--- src/rtl/axi_spi_top_if.sv ---
// AXI4-Lite bus bundle for axi_spi_top.
//  master modport: interconnect / CPU side (drives addresses, data, VALIDs, BREADY/RREADY)
//  slave  modport: axi_spi_top side (drives AWREADY/WREADY/ARREADY, BVALID/BRESP, RVALID/RDATA/RRESP)
interface axi_spi_top_if;
  logic        AWVALID;
  logic        AWREADY;
  logic [31:0] AWADDR;
  logic [2:0]  AWPROT;
  logic        WVALID;
  logic        WREADY;
  logic [31:0] WDATA;
  logic [3:0]  WSTRB;
  logic        BVALID;
  logic        BREADY;
  logic [1:0]  BRESP;
  logic        ARVALID;
  logic        ARREADY;
  logic [31:0] ARADDR;
  logic [2:0]  ARPROT;
  logic        RVALID;
  logic        RREADY;
  logic [31:0] RDATA;
  logic [1:0]  RRESP;

  modport master (
    output AWVALID, AWADDR, AWPROT, WVALID, WDATA, WSTRB, BREADY,
           ARVALID, ARADDR, ARPROT, RREADY,
    input  AWREADY, WREADY, BVALID, BRESP, ARREADY, RVALID, RDATA, RRESP
  );

  modport slave (
    input  AWVALID, AWADDR, AWPROT, WVALID, WDATA, WSTRB, BREADY,
           ARVALID, ARADDR, ARPROT, RREADY,
    output AWREADY, WREADY, BVALID, BRESP, ARREADY, RVALID, RDATA, RRESP
  );
endinterface

--- src/rtl/axi_spi_top.sv ---
// axi_spi_top: AXI4-Lite slave wrapping a single-byte SPI master (mode 0, MSB first).
//  ACLK      : clock, all state on its rising edge
//  ARESETn   : synchronous reset, ACTIVE HIGH despite the name (ARESETn=1 resets)
//  bus       : AXI4-Lite slave port (axi_spi_top_if.slave)
//  SPI_SCK   : serial clock out, idles low
//  SPI_MOSI  : serial data out, idles low
//  SPI_MISO  : serial data in, sampled on SCK rising edges
// Register map: 0x0 DATA (W: TX byte + start, R: RX byte, clears DONE),
//               0x4 STAT (R: bit0 BUSY, bit1 DONE), 0x8 CTRL (R/W: [7:0] DIV).
module axi_spi_top #(
  parameter logic [7:0] DIV_DEFAULT = 8'd4
) (
  input  logic          ACLK,
  input  logic          ARESETn,
  axi_spi_top_if.slave  bus,
  output logic          SPI_MOSI,
  input  logic          SPI_MISO,
  output logic          SPI_SCK
);

  localparam logic [1:0] RESP_OKAY   = 2'b00;
  localparam logic [1:0] RESP_SLVERR = 2'b10;

  typedef enum logic [1:0] {REG_DATA, REG_STAT, REG_CTRL, REG_NONE} reg_sel_e;
  typedef enum logic {S_IDLE, S_SHIFT} spi_state_e;

  function automatic reg_sel_e decode(input logic [31:0] addr);
    if (addr[31:4] != '0 || addr[1:0] != 2'b00) return REG_NONE;
    case (addr[3:2])
      2'd0:    return REG_DATA;
      2'd1:    return REG_STAT;
      2'd2:    return REG_CTRL;
      default: return REG_NONE;
    endcase
  endfunction

  // Bus-side state
  logic       aw_ready_q;
  logic       b_valid_q;
  logic [1:0] b_resp_q;
  logic       ar_ready_q;
  logic       r_valid_q;
  logic [31:0] r_data_q;
  logic [1:0] r_resp_q;

  // Register file
  logic [7:0] div_q;
  logic [7:0] rx_q;
  logic       done_q;

  // SPI engine
  spi_state_e state_q, state_d;
  logic [7:0] tx_sh_q;
  logic [7:0] rx_sh_q;
  logic [7:0] div_lat_q;
  logic [7:0] div_cnt_q;
  logic [3:0] half_cnt_q;
  logic       sck_q;
  logic       mosi_q;

  // Fields the block does not use; kept visible so the omission is deliberate.
  logic unused_bits;
  assign unused_bits = ^{bus.AWPROT, bus.ARPROT, bus.WDATA[31:8], bus.WSTRB[3:1]};

  assign bus.AWREADY = aw_ready_q;
  assign bus.WREADY  = aw_ready_q;
  assign bus.BVALID  = b_valid_q;
  assign bus.BRESP   = b_resp_q;
  assign bus.ARREADY = ar_ready_q;
  assign bus.RVALID  = r_valid_q;
  assign bus.RDATA   = r_data_q;
  assign bus.RRESP   = r_resp_q;
  assign SPI_SCK     = sck_q;
  assign SPI_MOSI    = mosi_q;

  // Decode and handshake qualifiers
  reg_sel_e   wr_sel, rd_sel;
  logic       wr_fire, rd_fire, busy, start, half_tick, last_edge;
  logic [1:0] wr_resp;
  logic [31:0] rd_data;

  assign wr_sel    = decode(bus.AWADDR);
  assign rd_sel    = decode(bus.ARADDR);
  assign wr_fire   = aw_ready_q && bus.AWVALID && bus.WVALID;
  assign rd_fire   = ar_ready_q && bus.ARVALID;
  assign busy      = (state_q == S_SHIFT);
  // A DATA write only launches when the TX lane is enabled and the engine is free.
  assign start     = wr_fire && (wr_sel == REG_DATA) && bus.WSTRB[0] && !busy;
  assign half_tick = busy && (div_cnt_q == div_lat_q);
  // Half-period 15 is always a falling SCK edge: the end of the transfer.
  assign last_edge = half_tick && (half_cnt_q == 4'd15);

  always_comb begin
    wr_resp = RESP_OKAY;
    if (wr_sel == REG_NONE)                                     wr_resp = RESP_SLVERR;
    else if (wr_sel == REG_DATA && bus.WSTRB[0] && busy)        wr_resp = RESP_SLVERR;
  end

  always_comb begin
    // NOTE: every signal written here gets a default first, so no path leaves it unassigned and no latch is inferred.
    rd_data = '0;
    case (rd_sel)
      REG_DATA: rd_data = {24'd0, rx_q};
      REG_STAT: rd_data = {30'd0, done_q, busy};
      REG_CTRL: rd_data = {24'd0, div_q};
      default:  rd_data = '0;
    endcase
  end

  // Write and read channels. The READY pulse is self-clearing so each
  // transaction is accepted exactly once, even if VALID stays high.
  always_ff @(posedge ACLK) begin
    // NOTE: sequential state uses non-blocking assignments so every flop samples pre-edge values.
    if (ARESETn) begin
      aw_ready_q <= 1'b0;
      b_valid_q  <= 1'b0;
      b_resp_q   <= RESP_OKAY;
      ar_ready_q <= 1'b0;
      r_valid_q  <= 1'b0;
      r_data_q   <= '0;
      r_resp_q   <= RESP_OKAY;
    end else begin
      aw_ready_q <= bus.AWVALID && bus.WVALID && !b_valid_q && !aw_ready_q;
      if (wr_fire) begin
        b_valid_q <= 1'b1;
        b_resp_q  <= wr_resp;
      end else if (b_valid_q && bus.BREADY) begin
        b_valid_q <= 1'b0;
      end

      ar_ready_q <= bus.ARVALID && !r_valid_q && !ar_ready_q;
      if (rd_fire) begin
        r_valid_q <= 1'b1;
        r_data_q  <= rd_data;
        r_resp_q  <= (rd_sel == REG_NONE) ? RESP_SLVERR : RESP_OKAY;
      end else if (r_valid_q && bus.RREADY) begin
        r_valid_q <= 1'b0;
      end
    end
  end

  // CTRL and DONE. A completing transfer beats a simultaneous DATA read clear.
  always_ff @(posedge ACLK) begin
    if (ARESETn) begin
      div_q  <= DIV_DEFAULT;
      done_q <= 1'b0;
    end else begin
      if (wr_fire && wr_sel == REG_CTRL && bus.WSTRB[0]) div_q <= bus.WDATA[7:0];
      if (last_edge)                                     done_q <= 1'b1;
      else if (rd_fire && rd_sel == REG_DATA)            done_q <= 1'b0;
    end
  end

  // SPI engine state register
  always_ff @(posedge ACLK) begin
    if (ARESETn) state_q <= S_IDLE;
    else         state_q <= state_d;
  end

  always_comb begin
    state_d = state_q;
    case (state_q)
      S_IDLE:  if (start)     state_d = S_SHIFT;
      S_SHIFT: if (last_edge) state_d = S_IDLE;
      default:                state_d = S_IDLE;
    endcase
  end

  // SPI datapath. DIV is latched at start so CTRL writes mid-transfer
  // only affect the next byte.
  always_ff @(posedge ACLK) begin
    if (ARESETn) begin
      tx_sh_q    <= '0;
      rx_sh_q    <= '0;
      rx_q       <= '0;
      div_lat_q  <= '0;
      div_cnt_q  <= '0;
      half_cnt_q <= '0;
      sck_q      <= 1'b0;
      mosi_q     <= 1'b0;
    end else if (start) begin
      tx_sh_q    <= bus.WDATA[7:0];
      rx_sh_q    <= '0;
      div_lat_q  <= div_q;
      div_cnt_q  <= '0;
      half_cnt_q <= '0;
      sck_q      <= 1'b0;
      mosi_q     <= bus.WDATA[7];
    end else if (busy) begin
      if (half_tick) begin
        div_cnt_q  <= '0;
        half_cnt_q <= half_cnt_q + 4'd1;
        if (!sck_q) begin
          sck_q   <= 1'b1;
          rx_sh_q <= {rx_sh_q[6:0], SPI_MISO};
        end else begin
          sck_q <= 1'b0;
          if (half_cnt_q == 4'd15) begin
            mosi_q <= 1'b0;
            rx_q   <= rx_sh_q;
          end else begin
            mosi_q  <= tx_sh_q[6];
            tx_sh_q <= {tx_sh_q[6:0], 1'b0};
          end
        end
      end else begin
        div_cnt_q <= div_cnt_q + 8'd1;
      end
    end
  end

endmodule

--- src/flat_wrapper.sv ---
// flat-port wrapper written by rule: the top's interface ports become plain ports
module axi_spi_top_flat 
#(
  parameter logic [7:0] DIV_DEFAULT = 8'd4
)
  (ACLK, ARESETn, SPI_MOSI, SPI_MISO, SPI_SCK, bus_AWVALID, bus_AWADDR, bus_AWPROT, bus_WVALID, bus_WDATA, bus_WSTRB, bus_BREADY, bus_ARVALID, bus_ARADDR, bus_ARPROT, bus_RREADY, bus_AWREADY, bus_WREADY, bus_BVALID, bus_BRESP, bus_ARREADY, bus_RVALID, bus_RDATA, bus_RRESP);
  axi_spi_top_if bus_i ();
  input  logic ACLK;
  input  logic ARESETn;
  output logic SPI_MOSI;
  input  logic SPI_MISO;
  output logic SPI_SCK;
  input wire logic [$bits(bus_i.AWVALID)-1:0] bus_AWVALID;
  input wire logic [$bits(bus_i.AWADDR)-1:0] bus_AWADDR;
  input wire logic [$bits(bus_i.AWPROT)-1:0] bus_AWPROT;
  input wire logic [$bits(bus_i.WVALID)-1:0] bus_WVALID;
  input wire logic [$bits(bus_i.WDATA)-1:0] bus_WDATA;
  input wire logic [$bits(bus_i.WSTRB)-1:0] bus_WSTRB;
  input wire logic [$bits(bus_i.BREADY)-1:0] bus_BREADY;
  input wire logic [$bits(bus_i.ARVALID)-1:0] bus_ARVALID;
  input wire logic [$bits(bus_i.ARADDR)-1:0] bus_ARADDR;
  input wire logic [$bits(bus_i.ARPROT)-1:0] bus_ARPROT;
  input wire logic [$bits(bus_i.RREADY)-1:0] bus_RREADY;
  output wire logic [$bits(bus_i.AWREADY)-1:0] bus_AWREADY;
  output wire logic [$bits(bus_i.WREADY)-1:0] bus_WREADY;
  output wire logic [$bits(bus_i.BVALID)-1:0] bus_BVALID;
  output wire logic [$bits(bus_i.BRESP)-1:0] bus_BRESP;
  output wire logic [$bits(bus_i.ARREADY)-1:0] bus_ARREADY;
  output wire logic [$bits(bus_i.RVALID)-1:0] bus_RVALID;
  output wire logic [$bits(bus_i.RDATA)-1:0] bus_RDATA;
  output wire logic [$bits(bus_i.RRESP)-1:0] bus_RRESP;
  assign bus_i.AWVALID = bus_AWVALID;
  assign bus_i.AWADDR = bus_AWADDR;
  assign bus_i.AWPROT = bus_AWPROT;
  assign bus_i.WVALID = bus_WVALID;
  assign bus_i.WDATA = bus_WDATA;
  assign bus_i.WSTRB = bus_WSTRB;
  assign bus_i.BREADY = bus_BREADY;
  assign bus_i.ARVALID = bus_ARVALID;
  assign bus_i.ARADDR = bus_ARADDR;
  assign bus_i.ARPROT = bus_ARPROT;
  assign bus_i.RREADY = bus_RREADY;
  assign bus_AWREADY = bus_i.AWREADY;
  assign bus_WREADY = bus_i.WREADY;
  assign bus_BVALID = bus_i.BVALID;
  assign bus_BRESP = bus_i.BRESP;
  assign bus_ARREADY = bus_i.ARREADY;
  assign bus_RVALID = bus_i.RVALID;
  assign bus_RDATA = bus_i.RDATA;
  assign bus_RRESP = bus_i.RRESP;
  axi_spi_top #(.DIV_DEFAULT(DIV_DEFAULT)) u_core (.ACLK(ACLK), .ARESETn(ARESETn), .bus(bus_i), .SPI_MOSI(SPI_MOSI), .SPI_MISO(SPI_MISO), .SPI_SCK(SPI_SCK));
endmodule
--- config.mk ---
export PLATFORM = sky130hd
export DESIGN_NAME = axi_spi_top_flat
export DESIGN_NICKNAME = d
export VERILOG_FILES = /design/src/rtl/axi_spi_top_if.sv /design/src/rtl/axi_spi_top.sv /design/src/flat_wrapper.sv
export SDC_FILE = /design/constraint.sdc
export NUM_CORES = 1
export LEC_CHECK = 0
export CAP_MARGIN = 25
export CORE_MARGIN = 5
export CORE_UTILIZATION = 30
export DETAILED_ROUTE_END_ITERATION = 12
export GPL_TIMING_DRIVEN = 0
export PLACE_DENSITY = 0.62
export SETUP_SLACK_MARGIN = 0.3
export SKIP_CTS_REPAIR_TIMING = 1
export SLEW_MARGIN = 20
export SYNTH_ARGS = -nofsm -noshare
export SYNTH_HDL_FRONTEND = slang
export SYNTH_SLANG_ARGS = --single-unit
--- constraint.sdc ---
create_clock -name ACLK -period 2.4 [get_ports ACLK]
set_input_delay 0.36 -clock ACLK [delete_from_list [all_inputs] [get_ports ACLK]]
set_output_delay 0.36 -clock ACLK [all_outputs]
set_load 0.01 [all_outputs]
==> key figures <==
Clocking
  – Clock Root Buffer: sky130_fd_sc_hd__clkbuf_8
  – Skew-Pair Late Insertion Delay: between 0.3 and 0.4 ns
  – Clock transition time at the flip-flop clock pins of the worst setup and hold paths: roughly 0.080 ns
  – H-tree Lvls: 3
  – Number of sinks on the clock net: 69
  – TritonCTS clock tree: yes
  – Number of buffers created by CTS: 9
  – Buffer depth of the longest clock path: 2

Drt
  – Starting DRT DRC Count: 62
  – Routed vias/inst: 4.58
  – Number of antenna-violating nets in the routed design: 0
  – Residual DRC: 0
  – Wire length reported by the detailed router: 8.97 mm
  – Detailed-route via count: around 2.9k
  – Post-DR wirelength/cell: 14.2 microns
  – Router iterations before antenna repair: 4

Floorplan
  – Core Area: between 10000 and 15000 sq um
  – Y dimension of the die: about 110 microns
  – Die Area: 13100 sq um
  – Ports: 157
  – Effective utilization at floorplan: 30.4%
  – FP Rows: 38
  – DIE WIDTH: 114 microns

Timing
  – Setup Viol. Count Final: 0
  – Crit path time final: 2.09 ns
  – RSZ-0062 raised after global routing: true
  – Final Hold Vio Count: 0
  – Total Neg Setup Slack: 0 ns
  – Final Max Tran Viols: 0
  – Clock skew: 0.00942 ns
  – Worst slew margin relative to its limit: 52.0%
  – Max Freq: 0.478 GHz
  – Worst hold-check slack: 0.390 ns
  – Transition time of the tightest slew-check pin: slightly above 0.7 ns
  – Fraction of the cycle the final worst path needs: 87.2%

Global routing
  – Overflow left after global routing: 0
  – Wire length of the first global-routing pass: around 14 mm
  – Number of global-route vias before repair: roughly 2.8k
  – Antenna violations before repair: 0
  – Pin count of the biggest net entering global routing: 13
  – Total global routing track utilization: 13.6%

Critical path
  – Number of buffer and inverter instances along the worst setup path: 2
  – Largest fanout on the critical path: 7
  – Maximum cell stage delay along the critical path: 0.52 ns
  – Critical path data required time: 2.61 ns
  – Worst setup EP type: flip-flop
  – Cell repeated most along the worst path: sky130_fd_sc_hd__or4_4
  – Crit-path slowest cell: sky130_fd_sc_hd__or4_4
  – Crit path kind: input port to flip-flop
  – Critical Path Start Type: input port
  – Cells along the critical path: clkbuf_2, or4_4, or4_4, or4_4, buf_8, nor2_4, o32ai_2
  – Top delay family on crit path: simple AND/OR/NAND/NOR gates
  – Crit path DAT: approximately 2.3 ns

Outcome
  – Outcome: finished clean

Logic synthesis
  – Post-synth design cell area: 3270 sq um
  – YS warnings: 0
  – Sequential fraction of the synthesis area: about 42%
  – Synthesized netlist cell count: between 300 and 400
  – Dominant synthesized flop cell: sky130_fd_sc_hd__dfxtp_1
  – Flip-flop and latch count after synthesis: slightly below 70
  – EDFF count, synth: 0
  – Synth async-reset ratio: 0%
  – Avg Inst Size Synth: roughly 9.4 sq um
  – Number of library cell types mapped by synthesis: 38

Finish
  – Layout filler cell count: 1074
  – Proportion of layout cells with a drive suffix above 1: roughly 17%
  – Commonest non-fill, non-tap cell in the layout: sky130_fd_sc_hd__clkdlybuf4s50_1
  – Summed area of non-filler cells in the final layout: approximately 4900 sq um
  – Count of non-filler cells in the finished layout: 633
  – Most frequent cells in the layout: sky130_fd_sc_hd__clkdlybuf4s50_1 (92), sky130_fd_sc_hd__dfxtp_1 (68), sky130_fd_sc_hd__nor2_1 (53), sky130_fd_sc_hd__mux2i_1 (48), sky130_fd_sc_hd__buf_4 (33)
  – Final net count: roughly 610
  – ANT cells: 0
  – Layout-stage area growth over the synthesis result: 48.7%

Power
  – Power dissipated by switching net loads: 541 uW
  – Overall Power: 2.54 mW
  – Total power per unit cell area: 522 nW/um^2
  – Clock group share of total power: approximately 45%
  – Internal power: 2.00 mW
  – Switching part of the total power: between 20% and 30%
  – Leakage power: 2.00 nW
  – Reg power frac: 45.4%
  – Combinational Power Share: 10.0%
  – Worst IR drop on VDD: 0.460 mV

Place
  – Final weighted congestion in routability-driven placement: 0.828
  – Placed Instances: around 600
  – Total cell area at the placement stage: 4510 sq um
  – Count of buffers inserted at the top-level ports: 97
  – Total half-perimeter wirelength after legalization and detailed placement: 7.04 mm

Worst hold path
  – Worst hold-check path type: input port to flip-flop

Flow run
  – Max-capacitance violation count: 0
## Yosys cell counts, types with 2 or more instances
cell type	instances	area, sq um
sky130_fd_sc_hd__dfxtp_1	69	1380
sky130_fd_sc_hd__nor2_1	55	206
sky130_fd_sc_hd__mux2i_1	48	480
sky130_fd_sc_hd__buf_4	27	203
sky130_fd_sc_hd__nand2_1	15	56.3
sky130_fd_sc_hd__nor4_1	14	87.6
sky130_fd_sc_hd__clkbuf_1	12	45.0
sky130_fd_sc_hd__a21oi_1	11	55.1
sky130_fd_sc_hd__xnor2_1	11	96.3
sky130_fd_sc_hd__a211oi_1	8	60.1
sky130_fd_sc_hd__nand4_1	8	50.1
sky130_fd_sc_hd__nand3_1	7	35.0
sky130_fd_sc_hd__a2bb2oi_2	6	90.1
sky130_fd_sc_hd__nand2b_1	6	37.5
sky130_fd_sc_hd__nor2_2	6	37.5
sky130_fd_sc_hd__o21ai_0	6	30.0
sky130_fd_sc_hd__and4_1	5	43.8
sky130_fd_sc_hd__inv_1	4	15.0
sky130_fd_sc_hd__xor2_1	4	35.0
sky130_fd_sc_hd__a22oi_1	3	22.5
sky130_fd_sc_hd__or4_1	3	22.5
sky130_fd_sc_hd__and3_1	2	12.5
sky130_fd_sc_hd__ha_1	2	25.0
sky130_fd_sc_hd__nand4b_1	2	17.5
sky130_fd_sc_hd__nor4b_1	2	17.5
## per-layer routing
metal,wire length [microns],global-route usage [%],vias to the layer above
met1,3760,16.0,1328
met3,836,5.13,10
met5,0,0,-
met4,131,3.40,0
met2,4240,23.4,113
li1,-,-,1449
## sequential cells by signal, indices dropped and copies added, names as in the netlist
signal / count
u_core.tx_sh_q: 7
u_core.div_cnt_q: 8
u_core.SPI_SCK: 1
u_core.busy: 1
u_core.bus.BRESP: 1
u_core.bus.RVALID: 1
u_core.bus.RRESP: 1
u_core.SPI_MOSI: 1
u_core.half_cnt_q: 4
u_core.bus.ARREADY: 1
u_core.div_lat_q: 8
u_core.bus.BVALID: 1
u_core.div_q: 8
u_core.done_q: 1
u_core.bus.RDATA: 8
u_core.rx_sh_q: 8
u_core.bus.AWREADY: 1
u_core.rx_q: 8
## final timing paths
| path | startpoint | endpoint | slack [ns] | cells after the start |
|---|---|---|---|---|
| max | bus_ARADDR[14] | u_core.done_q$_SDFFE_PP0P_ | 0.31 | 7 |
| min reg2reg | u_core.bus.BVALID$_SDFFE_PP0P_ | u_core.bus.AWREADY$_SDFF_PP0_ | 0.45 | 1 |
| min | bus_ARVALID | u_core.bus.ARREADY$_SDFF_PP0_ | 0.39 | 2 |
| max reg2reg | u_core.bus.ARREADY$_SDFF_PP0_ | u_core.done_q$_SDFFE_PP0P_ | 0.40 | 6 |
## kinds of logic (layout without fill, tap and decap cells)
kind of cell / after synthesis / in the layout / share of synthesized area, %
simple gates: 132 / 132 / 21.0
other cells: 1 / 26 / 0.115
xor+xnor: 15 / 15 / 4.02
compound gates: 36 / 36 / 8.46
mux: 48 / 48 / 14.7
flops: 69 / 69 / 42.3
fa+ha+maj: 2 / 2 / 0.766
buf+inv: 46 / 165 / 8.65
## cell type report
class | count | area [sq um] | share of cell area [%]
clock inverters | 6 | 113 | 2.32
repair buffers | 104 | 1030 | 21.3
multi-input cells | 259 | 1740 | 35.8
plain buffers | 42 | 279 | 5.74
well taps | 140 | 175 | 3.60
inverters | 4 | 15.0 | 0.309
clock buffers | 9 | 124 | 2.55
flip-flops and latches | 69 | 1380 | 28.4
## through the flow
stage	util (%)	setup slack, ns
2_1_floorplan	-	0.285
3_3_place_gp	42.0	-0.482
3_5_place_dp	42.0	-0.588
4_1_cts	44.2	-0.205
5_1_grt	45.2	0.271
6_report	45.2	0.307
## worst reg2reg max path, cell delays in order, from the launching register on
cell,delay (ns)
sky130_fd_sc_hd__dfxtp_2,0.39
sky130_fd_sc_hd__nand2_4,0.13
sky130_fd_sc_hd__or4_4,0.51
sky130_fd_sc_hd__or4_4,0.50
sky130_fd_sc_hd__buf_8,0.16
sky130_fd_sc_hd__nor2_4,0.10
sky130_fd_sc_hd__o32ai_2,0.08
## power groups by stage
stage | Sequential, mW | Clock (mW) | Combinational (mW)
finish | 1.15 | 1.13 | 0.253
global route | 1.15 | 1.22 | 0.273
CTS | 1.15 | 1.16 | 0.252
detailed placement | 1.18 | 0 | 0.251
global placement | 1.18 | 0 | 0.249
floorplan | 1.18 | 0 | 0.0893
(Power assumes the default switching activity.)
